File: src/rtl/jzjpcc_hazard_pkg.sv
// rtl/jzjpcc_hazard_pkg.sv - shared types for the RV32I hazard sequencer
// Pipeline shadow entries, FSM state and the register-match helper.
package jzjpcc_hazard_pkg;

   typedef logic [4:0]  regaddr_t;
   typedef logic [31:0] word_t;

   typedef struct packed {
      logic     valid;
      regaddr_t rs1;
      regaddr_t rs2;
      logic     uses_rs1;
      logic     uses_rs2;
      regaddr_t rd;
      logic     rd_write;
      logic     is_load;
   } ex_entry_t;

   typedef struct packed {
      logic     valid;
      regaddr_t rd;
      logic     rd_write;
      logic     is_load;
   } mem_entry_t;

   typedef struct packed {
      logic     valid;
      regaddr_t rd;
      logic     rd_write;
   } wb_entry_t;

   typedef enum logic {
      RUN   = 1'b0,
      STALL = 1'b1
   } state_t;

   localparam word_t STALL_COUNT_MAX = 32'hFFFF_FFFF;

   // x0 is hardwired zero, so a write to it never produces a usable value
   function automatic logic writes_reg(input logic valid, input logic rd_write,
                                       input regaddr_t rd, input regaddr_t rs);
      return valid & rd_write & (rd != 5'd0) & (rd == rs);
   endfunction

endpackage

File: src/rtl/jzjpcc_hazard_sequencer_if.sv
// rtl/jzjpcc_hazard_sequencer_if.sv - decode/bypass signal bundle for the hazard sequencer
// master drives decode-stage info and stage values; slave is the sequencer.
interface jzjpcc_hazard_sequencer_if;

   logic [4:0]  rs1Addr_decode;
   logic [4:0]  rs2Addr_decode;
   logic        usesRS1_decode;
   logic        usesRS2_decode;
   logic [4:0]  rdAddr_decode;
   logic        rdWrite_decode;
   logic        isLoad_decode;
   logic        flush_execute;
   logic [31:0] aluResult_memory;
   logic [31:0] writebackValue_writeback;

   logic        stall_decode;
   logic        bubble_execute;
   logic        bypassRS1_execute;
   logic        bypassRS2_execute;
   logic [31:0] bypassValueRS1_execute;
   logic [31:0] bypassValueRS2_execute;
   logic [31:0] stallCount;

   modport master (
      output rs1Addr_decode, rs2Addr_decode, usesRS1_decode, usesRS2_decode,
      output rdAddr_decode, rdWrite_decode, isLoad_decode, flush_execute,
      output aluResult_memory, writebackValue_writeback,
      input  stall_decode, bubble_execute, bypassRS1_execute, bypassRS2_execute,
      input  bypassValueRS1_execute, bypassValueRS2_execute, stallCount
   );

   modport slave (
      input  rs1Addr_decode, rs2Addr_decode, usesRS1_decode, usesRS2_decode,
      input  rdAddr_decode, rdWrite_decode, isLoad_decode, flush_execute,
      input  aluResult_memory, writebackValue_writeback,
      output stall_decode, bubble_execute, bypassRS1_execute, bypassRS2_execute,
      output bypassValueRS1_execute, bypassValueRS2_execute, stallCount
   );

endinterface

File: src/rtl/jzjpcc_bypass_select.sv
// rtl/jzjpcc_bypass_select.sv - operand forwarding selector for one execute-stage source
// MEM wins over WB; a MEM-stage load blocks forwarding instead of falling back to WB.
module jzjpcc_bypass_select
   import jzjpcc_hazard_pkg::*;
(
   input  logic       ex_valid_i,
   input  logic       uses_i,
   input  regaddr_t   rs_i,
   input  mem_entry_t mem_i,
   input  wb_entry_t  wb_i,
   input  word_t      alu_result_i,
   input  word_t      wb_value_i,
   output logic       bypass_o,
   output word_t      value_o
);

   logic mem_hit;
   logic wb_hit;

   assign mem_hit = writes_reg(mem_i.valid, mem_i.rd_write, mem_i.rd, rs_i);
   assign wb_hit  = writes_reg(wb_i.valid, wb_i.rd_write, wb_i.rd, rs_i);

   always_comb begin
      bypass_o = 1'b0;
      value_o  = '0;
      if (ex_valid_i && uses_i) begin
         if (mem_hit) begin
            if (!mem_i.is_load) begin
               bypass_o = 1'b1;
               value_o  = alu_result_i;
            end
         end else if (wb_hit) begin
            bypass_o = 1'b1;
            value_o  = wb_value_i;
         end
      end
   end

endmodule

File: src/rtl/jzjpcc_hazard_sequencer.sv
// rtl/jzjpcc_hazard_sequencer.sv - load-use stall, flush bubble and operand bypass control
// Tracks EX/MEM/WB shadow entries and stalls decode one cycle behind a dependent load.
module jzjpcc_hazard_sequencer
   import jzjpcc_hazard_pkg::*;
(
   input  logic clock,
   input  logic reset,
   jzjpcc_hazard_sequencer_if.slave hz
);

   state_t     state_q, state_d;
   ex_entry_t  ex_q, ex_d;
   mem_entry_t mem_q, mem_d;
   wb_entry_t  wb_q, wb_d;
   word_t      stall_count_q, stall_count_d;

   logic  hazard;
   logic  stall;
   logic  bubble;
   logic  ex_kill;
   logic  byp1, byp2;
   word_t val1, val2;

   assign hazard = ex_q.valid & ex_q.is_load & ex_q.rd_write & (ex_q.rd != 5'd0) &
                   ((hz.usesRS1_decode & (hz.rs1Addr_decode == ex_q.rd)) |
                    (hz.usesRS2_decode & (hz.rs2Addr_decode == ex_q.rd)));

   always_ff @(posedge clock or negedge reset) begin
      if (!reset) begin
         state_q <= RUN;
      end else begin
         state_q <= state_d;
      end
   end

   always_comb begin
      state_d = state_q;
      case (state_q)
         RUN:     if (hazard && !hz.flush_execute) state_d = STALL;
         STALL:   state_d = RUN;
         default: state_d = RUN;
      endcase
   end

   // The stalled load has already moved to MEM by the STALL cycle, so nothing is held twice
   always_comb begin
      stall  = 1'b0;
      bubble = 1'b0;
      if (state_q == RUN) begin
         stall  = hazard & ~hz.flush_execute;
         bubble = hazard | hz.flush_execute;
      end
   end

   assign ex_kill = bubble | hz.flush_execute;

   always_comb begin
      ex_d = '0;
      if (!ex_kill) begin
         ex_d.valid    = 1'b1;
         ex_d.rs1      = hz.rs1Addr_decode;
         ex_d.rs2      = hz.rs2Addr_decode;
         ex_d.uses_rs1 = hz.usesRS1_decode;
         ex_d.uses_rs2 = hz.usesRS2_decode;
         ex_d.rd       = hz.rdAddr_decode;
         ex_d.rd_write = hz.rdWrite_decode;
         ex_d.is_load  = hz.isLoad_decode;
      end
      mem_d.valid    = ex_q.valid;
      mem_d.rd       = ex_q.rd;
      mem_d.rd_write = ex_q.rd_write;
      mem_d.is_load  = ex_q.is_load;
      wb_d.valid     = mem_q.valid;
      wb_d.rd        = mem_q.rd;
      wb_d.rd_write  = mem_q.rd_write;
      stall_count_d  = stall_count_q;
      if (stall && (stall_count_q != STALL_COUNT_MAX)) begin
         stall_count_d = stall_count_q + 32'd1;
      end
   end

   always_ff @(posedge clock or negedge reset) begin
      if (!reset) begin
         ex_q          <= '0;
         mem_q         <= '0;
         wb_q          <= '0;
         stall_count_q <= '0;
      end else begin
         ex_q          <= ex_d;
         mem_q         <= mem_d;
         wb_q          <= wb_d;
         stall_count_q <= stall_count_d;
      end
   end

   jzjpcc_bypass_select u_bypass_rs1 (
      .ex_valid_i   (ex_q.valid),
      .uses_i       (ex_q.uses_rs1),
      .rs_i         (ex_q.rs1),
      .mem_i        (mem_q),
      .wb_i         (wb_q),
      .alu_result_i (hz.aluResult_memory),
      .wb_value_i   (hz.writebackValue_writeback),
      .bypass_o     (byp1),
      .value_o      (val1)
   );

   jzjpcc_bypass_select u_bypass_rs2 (
      .ex_valid_i   (ex_q.valid),
      .uses_i       (ex_q.uses_rs2),
      .rs_i         (ex_q.rs2),
      .mem_i        (mem_q),
      .wb_i         (wb_q),
      .alu_result_i (hz.aluResult_memory),
      .wb_value_i   (hz.writebackValue_writeback),
      .bypass_o     (byp2),
      .value_o      (val2)
   );

   assign hz.stall_decode           = stall;
   assign hz.bubble_execute         = bubble;
   assign hz.bypassRS1_execute      = byp1;
   assign hz.bypassRS2_execute      = byp2;
   assign hz.bypassValueRS1_execute = val1;
   assign hz.bypassValueRS2_execute = val2;
   assign hz.stallCount             = stall_count_q;

endmodule

File: src/flat_wrapper.sv
// flat-port wrapper written by rule: the top's interface ports become plain ports
module jzjpcc_hazard_sequencer_flat import jzjpcc_hazard_pkg::*;
  (clock, reset, hz_rs1Addr_decode, hz_rs2Addr_decode, hz_usesRS1_decode, hz_usesRS2_decode, hz_rdAddr_decode, hz_rdWrite_decode, hz_isLoad_decode, hz_flush_execute, hz_aluResult_memory, hz_writebackValue_writeback, hz_stall_decode, hz_bubble_execute, hz_bypassRS1_execute, hz_bypassRS2_execute, hz_bypassValueRS1_execute, hz_bypassValueRS2_execute, hz_stallCount);
  jzjpcc_hazard_sequencer_if hz_i ();
  input  logic clock;
  input  logic reset;
  input wire logic [$bits(hz_i.rs1Addr_decode)-1:0] hz_rs1Addr_decode;
  input wire logic [$bits(hz_i.rs2Addr_decode)-1:0] hz_rs2Addr_decode;
  input wire logic [$bits(hz_i.usesRS1_decode)-1:0] hz_usesRS1_decode;
  input wire logic [$bits(hz_i.usesRS2_decode)-1:0] hz_usesRS2_decode;
  input wire logic [$bits(hz_i.rdAddr_decode)-1:0] hz_rdAddr_decode;
  input wire logic [$bits(hz_i.rdWrite_decode)-1:0] hz_rdWrite_decode;
  input wire logic [$bits(hz_i.isLoad_decode)-1:0] hz_isLoad_decode;
  input wire logic [$bits(hz_i.flush_execute)-1:0] hz_flush_execute;
  input wire logic [$bits(hz_i.aluResult_memory)-1:0] hz_aluResult_memory;
  input wire logic [$bits(hz_i.writebackValue_writeback)-1:0] hz_writebackValue_writeback;
  output wire logic [$bits(hz_i.stall_decode)-1:0] hz_stall_decode;
  output wire logic [$bits(hz_i.bubble_execute)-1:0] hz_bubble_execute;
  output wire logic [$bits(hz_i.bypassRS1_execute)-1:0] hz_bypassRS1_execute;
  output wire logic [$bits(hz_i.bypassRS2_execute)-1:0] hz_bypassRS2_execute;
  output wire logic [$bits(hz_i.bypassValueRS1_execute)-1:0] hz_bypassValueRS1_execute;
  output wire logic [$bits(hz_i.bypassValueRS2_execute)-1:0] hz_bypassValueRS2_execute;
  output wire logic [$bits(hz_i.stallCount)-1:0] hz_stallCount;
  assign hz_i.rs1Addr_decode = hz_rs1Addr_decode;
  assign hz_i.rs2Addr_decode = hz_rs2Addr_decode;
  assign hz_i.usesRS1_decode = hz_usesRS1_decode;
  assign hz_i.usesRS2_decode = hz_usesRS2_decode;
  assign hz_i.rdAddr_decode = hz_rdAddr_decode;
  assign hz_i.rdWrite_decode = hz_rdWrite_decode;
  assign hz_i.isLoad_decode = hz_isLoad_decode;
  assign hz_i.flush_execute = hz_flush_execute;
  assign hz_i.aluResult_memory = hz_aluResult_memory;
  assign hz_i.writebackValue_writeback = hz_writebackValue_writeback;
  assign hz_stall_decode = hz_i.stall_decode;
  assign hz_bubble_execute = hz_i.bubble_execute;
  assign hz_bypassRS1_execute = hz_i.bypassRS1_execute;
  assign hz_bypassRS2_execute = hz_i.bypassRS2_execute;
  assign hz_bypassValueRS1_execute = hz_i.bypassValueRS1_execute;
  assign hz_bypassValueRS2_execute = hz_i.bypassValueRS2_execute;
  assign hz_stallCount = hz_i.stallCount;
  jzjpcc_hazard_sequencer u_core (.clock(clock), .reset(reset), .hz(hz_i));
endmodule
File: config.mk
export PLATFORM = sky130hd
export DESIGN_NAME = jzjpcc_hazard_sequencer_flat
export DESIGN_NICKNAME = d
export VERILOG_FILES = /design/src/rtl/jzjpcc_hazard_pkg.sv /design/src/rtl/jzjpcc_hazard_sequencer_if.sv /design/src/rtl/jzjpcc_bypass_select.sv /design/src/rtl/jzjpcc_hazard_sequencer.sv /design/src/flat_wrapper.sv
export SDC_FILE = /design/constraint.sdc
export NUM_CORES = 1
export LEC_CHECK = 0
export ABC_AREA = 1
export CAP_MARGIN = 20
export CORE_MARGIN = 3
export CORE_UTILIZATION = 30
export DETAILED_ROUTE_END_ITERATION = 7
export MAX_ROUTING_LAYER = met4
export PLACE_DENSITY_LB_ADDON = 0.3
export SLEW_MARGIN = 30
export SYNTH_ARGS = -nofsm -noshare
export SYNTH_HDL_FRONTEND = slang
export SYNTH_SLANG_ARGS = --single-unit
File: constraint.sdc
create_clock -name clock -period 2 [get_ports clock]
set_input_delay 0.3 -clock clock [delete_from_list [all_inputs] [get_ports clock]]
set_output_delay 0.3 -clock clock [all_outputs]
set_load 0.02 [all_outputs]
==> impl_metrics.tcl, run 1 <==
set metrics [dict create \
    fin_skew_ns 0.006312 \
    ys_warn_count 0 \
    cts_sinks 68 \
    track_usage_pct 19.72 \
    status "finished with violations" \
    gp_congestion 0.9034 \
    critical_path_class "reg2out" \
    antenna_found_initial 0 \
    timing.final.crit_share_pct 118.7 \
    ys_types 28 \
    min_from "hz_rs1Addr_decode[4]" \
    h-tree-depth 3 \
    p_per_area_mw_per_mm2 417.1 \
    routedWlPerCell_um 14.71 \
    use_met1_pct 25.42 \
    r2r_cells 10 \
    drtPass1Iterations 5 \
    dp_slack_ns -0.4694 \
    tightest_slew_ns 0.4087 \
    vias_per_cell 4.718 \
    fin_crit_ns 2.373 \
    grt_pass1_wl_um 30710 \
    violations "negative setup slack" \
    numCtsBuffers 9 \
    synthTopCellsByArea "dfrtp_1 32%, nand2_1 27%, nor2_1 9.8%" \
    via_count 6478 \
    wl_um 20200 \
    synth_cells 886 \
    met2_usage_pct 32.19 \
    place_inst 1331 \
    grt.busiest_layer "met2" \
    drive_gt1_share_pct 28.36 \
    crit_arrival_ns 2.07 \
    clk_pin_slew_worst_paths_ns 0.06 \
    cap_viol_max_count 0 \
    rows 47 \
    grt_max_degree 62 \
    grt.overflow.total 0 \
    fmax_mhz 421.3 \
    grt_pass1_vias 6060 \
    hold_viol 0 \
    p_leak_nw 4.602 \
    holdCritPathClass "in2reg" \
    peakVddDrop_mv 0.4723 \
    worst_setup_path_start_kind "flop" \
    rsz0062_at_grt "yes" \
    ys_seq_area_share_pct 32.11 \
    ant_nets 0 \
    cp-end-kind "output pin" \
    reg2reg_slack_ns 0.11 \
    crit-reg2reg-capture "u_core.hz.stallCount[24]$_DFFE_PN0P_" \
    yosys-top-cells-count "378 x nand2_1, 138 x nor2_1, 84 x inv_1, 84 x nand3_1, 68 x dfrtp_1" \
    worst_path_largest_cell_delay_ns 0.41 \
    met3_usage_pct 3.276 \
    fin_cells 1373 \
    start_util_pct 31.29 \
    core_area_mm2 0.01694 \
    final_util_pct 55.11 \
    drc 0 \
    path_common_cell "buf_4" \
    setup_violations 66 \
    cts-root-buf "clkbuf_16" \
    die_y_um 138.9 \
    crit_chain "buf_4, xor2_1, nor3_1, nand3_1, nand2_4, nand2_8, buf_16, nor2_2, buf_4" \
    ios 186 \
    die_width_um 138.9 \
    cts_tree "yes" \
    synth-edff-count 0 \
    yosysTopAreaCell "dfrtp_1" \
    fp.dieArea_mm2 0.01929 \
    synth_top_area_share_pct 32.11 \
    relSlewSlack_pct 72.69 \
    area_growth_pct 76.15 \
    r2r-start "u_core.hz.stallCount[1]$_DFFE_PN0P_" \
    avgSynthCellArea_um2 5.981 \
    syn-num-nets 973 \
    yosysMostFrequentCell "nand2_1" \
    async_reset_ff_share_pct 100.0 \
    synth_flop_cell "dfrtp_1" \
    syn_area_mm2 0.005299 \
    io_buffers 185 \
    min_path_cells 4 \
    n_antenna_cell 0 \
    cts_max_path_buffers 2 \
    drt-initial-drc-count 337 \
    slew_viol_final 0 \
    whs_endpoint "u_core.ex_q[18]$_DFF_PN0_" \
    ys_ff_latch 68 \
    nets 1235 \
    hpwlAfterDp_um 14030 \
    worstPathRequired_ns 1.70 \
    clk_latency_ns 0.33 \
    slowest_stage "dfrtp_1" \
    setup_slack_ns -0.3734 \
    crit_fanout 7 \
]
[state kept, by name, indices dropped and copies added, names as in the netlist]
name / flops
u_core.state_q: 1
u_core.wb_q: 7
u_core.ex_q: 20
u_core.mem_q: 8
u_core.hz.stallCount: 32
[critical path: cells and delay by family, from the launching register on]
family,cells,cell delay [ns]
buffers and inverters,3,0.49
AND/OR/NAND/NOR,5,0.68
XOR/XNOR,1,0.15
flip-flops,1,0.41
[per-stage QoR]
stage          power, W  hold WS [ns]  TNS (ns)  area (um^2)
3_5_place_dp   0.002142        0.1800    -26.56         8020
6_report       0.003893        0.3382    -19.27         9334
5_1_grt        0.004075        0.3595    -26.54         9334
3_3_place_gp   0.002140        0.1800    -24.88         8020
4_1_cts        0.003888        0.3603    -21.04         8847
2_1_floorplan  0.001727      0.004409         0         5299
[layout make-up]
cell class	count	area, um^2
clock buffers	9	225.2
clock inverters	7	83.83
fillers	1565	7602
inverters	88	332.8
multi-input cells	691	3657
flip-flops and latches	68	1704
well taps	220	275.3
repair buffers	290	3055
[worst max path at each step]
stage                         startpoint                            end  slack, ns  cells past startpoint
2_1_floorplan  u_core.mem_q[4]$_DFF_PN0_  hz_bypassValueRS1_execute[10]       0.06                      8
5_1_grt         u_core.wb_q[3]$_DFF_PN0_  hz_bypassValueRS2_execute[25]      -0.45                      9
3_5_place_dp   u_core.mem_q[2]$_DFF_PN0_  hz_bypassValueRS2_execute[24]      -0.47                      9
6_report        u_core.wb_q[3]$_DFF_PN0_  hz_bypassValueRS2_execute[25]      -0.37                      9
4_1_cts        u_core.ex_q[15]$_DFF_PN0_   hz_bypassValueRS1_execute[9]      -0.40                     11
3_3_place_gp   u_core.mem_q[3]$_DFF_PN0_  hz_bypassValueRS2_execute[24]      -0.45                      9
[layout by cell type, fill, tap and decap left out, drive strengths merged]
master	synthesis	layout
a21oi	11	11
and2	1	1
inv	87	91
o21ai	1	1
nor3	12	12
clkinv	1	2
nand4	5	5
nand3b	11	11
o21bai	1	1
clkdlybuf4s50	0	112
dlymetal6s2s	0	4
clkinvlp	0	1
bufinv	0	1
dfrtp	68	68
clkbuf	15	10
buf	24	172
nor2	141	141
ha	1	1
xor2	27	27
nor3b	1	1
xnor2	12	12
nand3	85	85
nand2	382	382
dlygate4sd3	0	1
[where the power goes]
group	switching (W)	internal, W	leakage (nW)
Combinational	0.000410	0.000433	3.55
Clock	0.000616	0.000985	0.149
Sequential	0.0000361	0.00141	0.906
[logic make-up (layout without fill, tap and decap cells)]
family                     after synthesis  count (layout)  synth area share [%]
AOI/OAI and AO/OA                       13              13                 1.275
buffers and inverters                  127             394                 10.06
adders and majority gates                1               1                0.2361
xor gates and xnor gates                39              39                 6.446
DFF                                     68              68                 32.11
and+or+nand+nor                        638             638                 49.87
[per-layer routing]
layer,vias to the layer above,share of wire [%]
met3,32,6.7
met4,0,2.1
met1,2953,42
li1,3228,-
met5,-,0
met2,265,49
[repair_timing]
action                                  4_1_cts  5_1_grt
endpoints found under the setup margin       68       72
gates resized for setup                     437      152
setup buffers                                17        6
cloned                                        8        1
hold endpoints to repair                      7        0
hold buffers                                  1        0
pin swaps                                    27       65
No activity file was read; power rests on OpenSTA's default activity.
==> run 2: changes to the inputs <==
--- a/config.mk
+++ b/config.mk
@@ -8,7 +8,7 @@
 export ABC_AREA = 1
 export CAP_MARGIN = 20
 export CORE_MARGIN = 3
-export CORE_UTILIZATION = 30
+export CORE_UTILIZATION = 25
 export DETAILED_ROUTE_END_ITERATION = 7
 export MAX_ROUTING_LAYER = met4
 export PLACE_DENSITY_LB_ADDON = 0.3
==> run 2 against run 1 <==
  * Cell area is 0.55% lower
  * Clock power hardly changed
  * Combinational power is 0.9% lower
  * Critical path depth is 1 higher
  * Sequential cell count stayed put
  * The run still ends with negative setup slack left
  * Die area is 19% higher
  * Non-clock buffer count is 1 lower
  * First-iteration DRC count is 17% lower
  * Sequential power hardly changed
  * Power is 0.65% higher
  * Worst hold slack better by 0.028 ns
  * Maximum frequency is 3.1% higher
==> impl_metrics.tcl, run 2 (synthesis results as in run 1) <==
set metrics [dict create \
    crit_arrival_ns 2.00 \
    fin_cells 1422 \
    clk_pin_slew_worst_paths_ns 0.06 \
    cts_sinks 68 \
    reg2reg_slack_ns 0.17 \
    r2r-start "u_core.hz.stallCount[1]$_DFFE_PN0P_" \
    rsz0062_at_grt "yes" \
    hold_viol 0 \
    wl_met1_um 8624 \
    track_usage_pct 17.41 \
    holdCritPathClass "in2reg" \
    peakVddDrop_mv 0.3688 \
    grt_pass1_vias 6155 \
    hpwlAfterDp_um 15170 \
    ios 186 \
    worst_setup_path_start_kind "flop" \
    min_path_cells 4 \
    routedWlPerCell_um 14.81 \
    drtPass1Iterations 6 \
    vias_per_cell 4.496 \
    antenna_found_initial 0 \
    comb_power_share_pct 21.3 \
    fp.dieArea_mm2 0.02298 \
    cts-root-buf "clkbuf_16" \
    h-tree-depth 3 \
    violations "negative setup slack" \
    grt_max_degree 42 \
    worstPathRequired_ns 1.70 \
    place_inst 1384 \
    setup_violations 66 \
    whs_endpoint "u_core.ex_q[9]$_DFF_PN0_" \
    area_growth_pct 75.18 \
    worst_path_largest_cell_delay_ns 0.40 \
    grt_pass1_wl_um 31110 \
    power.share.switching_pct 27.48 \
    r2r_cells 10 \
    critical_path_class "reg2out" \
    power_frac_seq_pct 37.1 \
    wl_um 21060 \
    drive_gt1_share_pct 27.78 \
    gp_congestion 0.8688 \
    io_buffers 185 \
    power_w 0.003919 \
    via_count 6393 \
    crit-reg2reg-capture "u_core.hz.stallCount[4]$_DFFE_PN0P_" \
    cp-end-kind "output pin" \
    cts_tree "yes" \
    slowest_stage "dfrtp_1" \
    p_clk_share_pct 41.6 \
    dp_slack_ns -0.5205 \
    slew_viol_final 0 \
    min_from "hz_rs2Addr_decode[0]" \
    grt.overflow.total 0 \
    rows 52 \
    mostFrequentLayoutCells "319 x nand2_1, 115 x clkdlybuf4s50_1, 110 x nor2_1" \
    setup_slack_ns -0.3028 \
    start_util_pct 25.77 \
    fin_skew_ns 0.007501 \
    core_area_mm2 0.02056 \
    fmax_mhz 434.3 \
    crit_chain "buf_4, buf_4, xor2_1, nor2_1, nand3_1, nand2_2, nand2_8, buf_12, nor2_1, buf_4" \
    clk_latency_ns 0.33 \
    numCtsBuffers 9 \
    fin_crit_ns 2.303 \
    n_antenna_cell 0 \
    wl_met2_um 10490 \
    status "finished with violations" \
    intPower_w 0.002842 \
    relSlewSlack_pct 62.50 \
    cap_viol_max_count 0 \
    die_y_um 151.6 \
    drt-initial-drc-count 281 \
    crit_fanout 6 \
    cts_max_path_buffers 2 \
    largest_register_ffs 32 \
    route.met3.wl_um 1487 \
    layout_commonest_cell "nand2_1" \
    path_common_cell "buf_4" \
    p_leak_nw 4.563 \
    p_per_area_mw_per_mm2 422.2 \
    p_switching_w 0.001077 \
    ant_nets 0 \
    die_width_um 151.6 \
    tightest_slew_ns 0.5625 \
    routed.top_layer "met4" \
    drc 0 \
    timing.final.crit_share_pct 115.1 \
    nets 1234 \
]
-- run 2: timing repair --
item | in CTS | in global routing
resized for setup | 389 | 154
hold buffers | 1 | 0
pin swaps | 12 | 38
endpoints found under the setup margin | 68 | 100
buffers inserted | 12 | 2
cloned | 4 | 5
endpoints found under the hold margin | 21 | 0
-- run 2: worst max-delay path by stage --
stage	startpoint	endpoint	slack [ns]
after floorplan	u_core.mem_q[4]$_DFF_PN0_	hz_bypassValueRS1_execute[10]	0.06
after global placement	u_core.mem_q[4]$_DFF_PN0_	hz_bypassValueRS2_execute[29]	-0.54
after detailed placement	u_core.mem_q[4]$_DFF_PN0_	hz_bypassValueRS2_execute[29]	-0.52
after CTS	u_core.mem_q[2]$_DFF_PN0_	hz_bypassValueRS2_execute[22]	-0.34
after global routing	u_core.mem_q[3]$_DFF_PN0_	hz_bypassValueRS2_execute[8]	-0.44
final	u_core.ex_q[10]$_DFF_PN0_	hz_bypassValueRS2_execute[19]	-0.30
-- run 2: worst max-delay path: cells and delay by family (launching register included) --
kind / cells / cell delay (ns)
xor+xnor: 1 / 0.13
flops: 1 / 0.40
simple gates: 5 / 0.56
buf+inv: 4 / 0.59
-- run 2: layout make-up --
| class | count | area [um^2] |
|---|---|---|
| fill | 2131 | 11280 |
| multi-input combinational | 691 | 3558 |
| timing repair buffer | 289 | 3040 |
| sequential | 68 | 1705 |
| tap | 270 | 337.8 |
| inverter | 88 | 331.6 |
| clock buffer | 9 | 225.2 |
| clock inverter | 7 | 83.83 |
-- run 2: metal layers --
layer  vias up  GRT usage, %
met5         -             -
met4         0         5.526
met3        28         3.093
met2       214         30.16
met1      2930         20.59
li1       3221             -
-- run 2: power groups by stage --
stage	sequential (W)	combinational, W	clock, W
floorplan	0.00147	0.000261	0
global placement	0.00148	0.000682	0
detailed placement	0.00148	0.000683	0
CTS	0.00145	0.000775	0.00167
global route	0.00146	0.000903	0.00173
finish	0.00145	0.000835	0.00163
-- run 2: stage by stage --
stage               instance area (um^2)  hold WS, ns  TNS, ns  util (%)
finish                              9283       0.3664   -16.85     45.15
global route                        9283       0.3876   -25.03     45.15
CTS                                 8678       0.3724   -17.33     42.21
detailed placement                  8143       0.3329   -26.51     39.61
global placement                    8143       0.3313   -25.86     39.61
floorplan                           5299     0.004409        0         -
==> run 3: changes to the inputs <==
--- a/config.mk
+++ b/config.mk
@@ -10,7 +10,7 @@
 export CORE_MARGIN = 3
 export CORE_UTILIZATION = 25
 export DETAILED_ROUTE_END_ITERATION = 7
-export MAX_ROUTING_LAYER = met4
+export GPL_TIMING_DRIVEN = 0
 export PLACE_DENSITY_LB_ADDON = 0.3
 export SLEW_MARGIN = 30
 export SYNTH_ARGS = -nofsm -noshare
==> run 3 against run 2 <==
  * The flow still finishes with violations (negative setup slack)
  * Count of clock-buffer cells in the layout did not move
  * Wire length shrank 0.94%
  * Clock power barely moved
  * Global-route usage decreased by 0.20 points
  * Clock skew is 0.0035 ns higher
  * Utilization decreased by 2.2 points
  * Register-to-register slack about the same
  * Sequential cell count is the same
  * Critical path depth increased by 1
  * Non-clock buffer count down 26
  * Sequential power is essentially flat
  * Combinational power decreased by 14%
  * Critical path type unchanged
  * Largest cell class unchanged
==> impl_metrics.tcl, run 3 (synthesis results as in run 1) <==
set metrics [dict create \
    final_util_pct 42.93 \
    tightest_slew_ns 0.6693 \
    area_growth_pct 66.56 \
    multiInputGateArea_mm2 0.003508 \
    via_count 6371 \
    rows 52 \
    fp.dieArea_mm2 0.02298 \
    p_leak_nw 4.365 \
    gp_congestion 0.8555 \
    cap_viol_max_count 0 \
    violations "negative setup slack" \
    holdCritPathClass "in2reg" \
    cp-end-kind "output pin" \
    slowest_stage "dfrtp_1" \
    crit_chain "buf_6, xnor2_2, nand2_2, nor3_4, nand2_4, buf_6, buf_8, nand2_2, nand2_2, nor2_4, buf_6" \
    timing.final.crit_share_pct 120.6 \
    nets 1208 \
    die_width_um 151.6 \
    worstPathRequired_ns 1.70 \
    largest_register_ffs 32 \
    power_w 0.003783 \
    grt.busiest_layer "met2" \
    antenna_found_initial 0 \
    cts_max_path_buffers 2 \
    fillCellCount 2160 \
    n_antenna_cell 0 \
    hold_viol 0 \
    fin_skew_ns 0.01099 \
    mostFrequentLayoutCells "347 x nand2_1, 113 x clkdlybuf4s50_1, 104 x nor2_1" \
    met3_usage_pct 3.242 \
    setup_violations 66 \
    reg2reg_slack_ns 0.16 \
    clk_pin_slew_worst_paths_ns 0.06 \
    h-tree-depth 3 \
    met2_usage_pct 29.85 \
    status "finished with violations" \
    track_usage_pct 17.21 \
    fmax_mhz 414.7 \
    critical_path_class "reg2out" \
    use_met1_pct 20.97 \
    crit_family "simple AND/OR/NAND/NOR gates" \
    drtPass1Iterations 4 \
    crit_fanout 5 \
    relSlewSlack_pct 55.38 \
    grt_max_degree 36 \
    core_area_mm2 0.02056 \
    hpwlAfterDp_um 15540 \
    cts_tree "yes" \
    drive_gt1_share_pct 24.25 \
    clk_latency_ns 0.33 \
    setup_slack_ns -0.4111 \
    io_buffers 185 \
    grt.overflow.total 0 \
    wl_um 20860 \
    seqCellArea_mm2 0.001708 \
    rsz0062_at_grt "yes" \
    peakVddDrop_mv 0.3898 \
    cts_sinks 68 \
    cts-root-buf "clkbuf_16" \
    ios 186 \
    routedWlPerCell_um 14.94 \
    drc 0 \
    die_y_um 151.6 \
    cp_num_buf_inv 4 \
    crit_arrival_ns 2.11 \
    fin_crit_ns 2.411 \
    p_per_area_mw_per_mm2 428.6 \
    drt-initial-drc-count 330 \
    grt_pass1_wl_um 31530 \
    worst_path_largest_cell_delay_ns 0.40 \
    numCtsBuffers 9 \
    start_util_pct 25.77 \
    grt_pass1_vias 6180 \
    whs_ns 0.2758 \
    layout_commonest_cell "nand2_1" \
    ant_nets 0 \
    vias_per_cell 4.564 \
    dp_slack_ns -0.8651 \
    worst_setup_path_start_kind "flop" \
    slew_viol_final 0 \
]
## run 3: cell count changes in the layout (fill, tap and decap cells not counted), moves of 6 or more
| cell | previous run | this run |
|---|---|---|
| buf_4 | 99 | 65 |
| nand2_1 | 319 | 347 |
| nand2_2 | 53 | 30 |
| buf_12 | 21 | 2 |
| buf_6 | 40 | 49 |
| clkbuf_2 | 0 | 6 |
| nor2_1 | 110 | 104 |
| nor2_2 | 12 | 18 |
## run 3: worst paths after layout
check                                                     from                                   end  depth (start not counted)
max                                  u_core.mem_q[2]$_DFF_PN0_         hz_bypassValueRS2_execute[11]                         11
min                                       hz_rs2Addr_decode[4]             u_core.ex_q[13]$_DFF_PN0_                          3
max reg2reg                u_core.hz.stallCount[1]$_DFFE_PN0P_   u_core.hz.stallCount[6]$_DFFE_PN0P_                         10
min reg2reg                          u_core.mem_q[7]$_DFF_PN0_              u_core.wb_q[6]$_DFF_PN0_                          0
max in group asynchronous                                reset             u_core.mem_q[5]$_DFF_PN0_                          3
min in group asynchronous                                reset  u_core.hz.stallCount[26]$_DFFE_PN0P_                          2
## run 3: routing by layer
layer,wire (um),vias up,part of all wire (%)
met5,0,-,0
met4,753,0,3.6
met3,1612,54,7.7
met2,10020,258,48
met1,8471,2887,41
li1,-,3172,-
## run 3: cell type report
type                       count  share of cell area, %
buffer                        37                  4.069
clock buffer                   9                  2.552
clock inverter                 7                 0.9073
inverter                      88                  3.799
multi-input combinational    691                  39.75
sequential                    68                  19.35
tap                          270                  3.828
timing repair buffer         226                  25.74
## run 3: power by group
group | leakage [nW] | total [W] | internal, W | switching [W]
Sequential | 0.901 | 0.00145 | 0.00141 | 0.0000356
Combinational | 3.32 | 0.000716 | 0.000339 | 0.000377
Clock | 0.143 | 0.00162 | 0.000982 | 0.000635
## run 3: tightest hold or removal path, cell delays in order
cell and delay, ns:
dlymetal6s2s_1 0.13, inv_1 0.08, nor2_1 0.05
## run 3: repair_timing
| action | CTS | global route |
|---|---|---|
| buffers inserted | 24 | 6 |
| setup endpoints to repair | 100 | 98 |
| hold buffers | 1 | 0 |
| endpoints found under the hold margin | 33 | 0 |
| gates resized for setup | 505 | 71 |
| pin swaps | 24 | 34 |
| cloned | 6 | 3 |
## run 3: metrics by stage
step,cells,TNS [ns],cell area [um^2]
floorplan,886,0,5299
global placement,1341,-165.34,7488
detailed placement,1342,-53.47,7506
CTS,1387,-22.05,8458
global route,1396,-30.68,8826
finish,1396,-22.94,8826
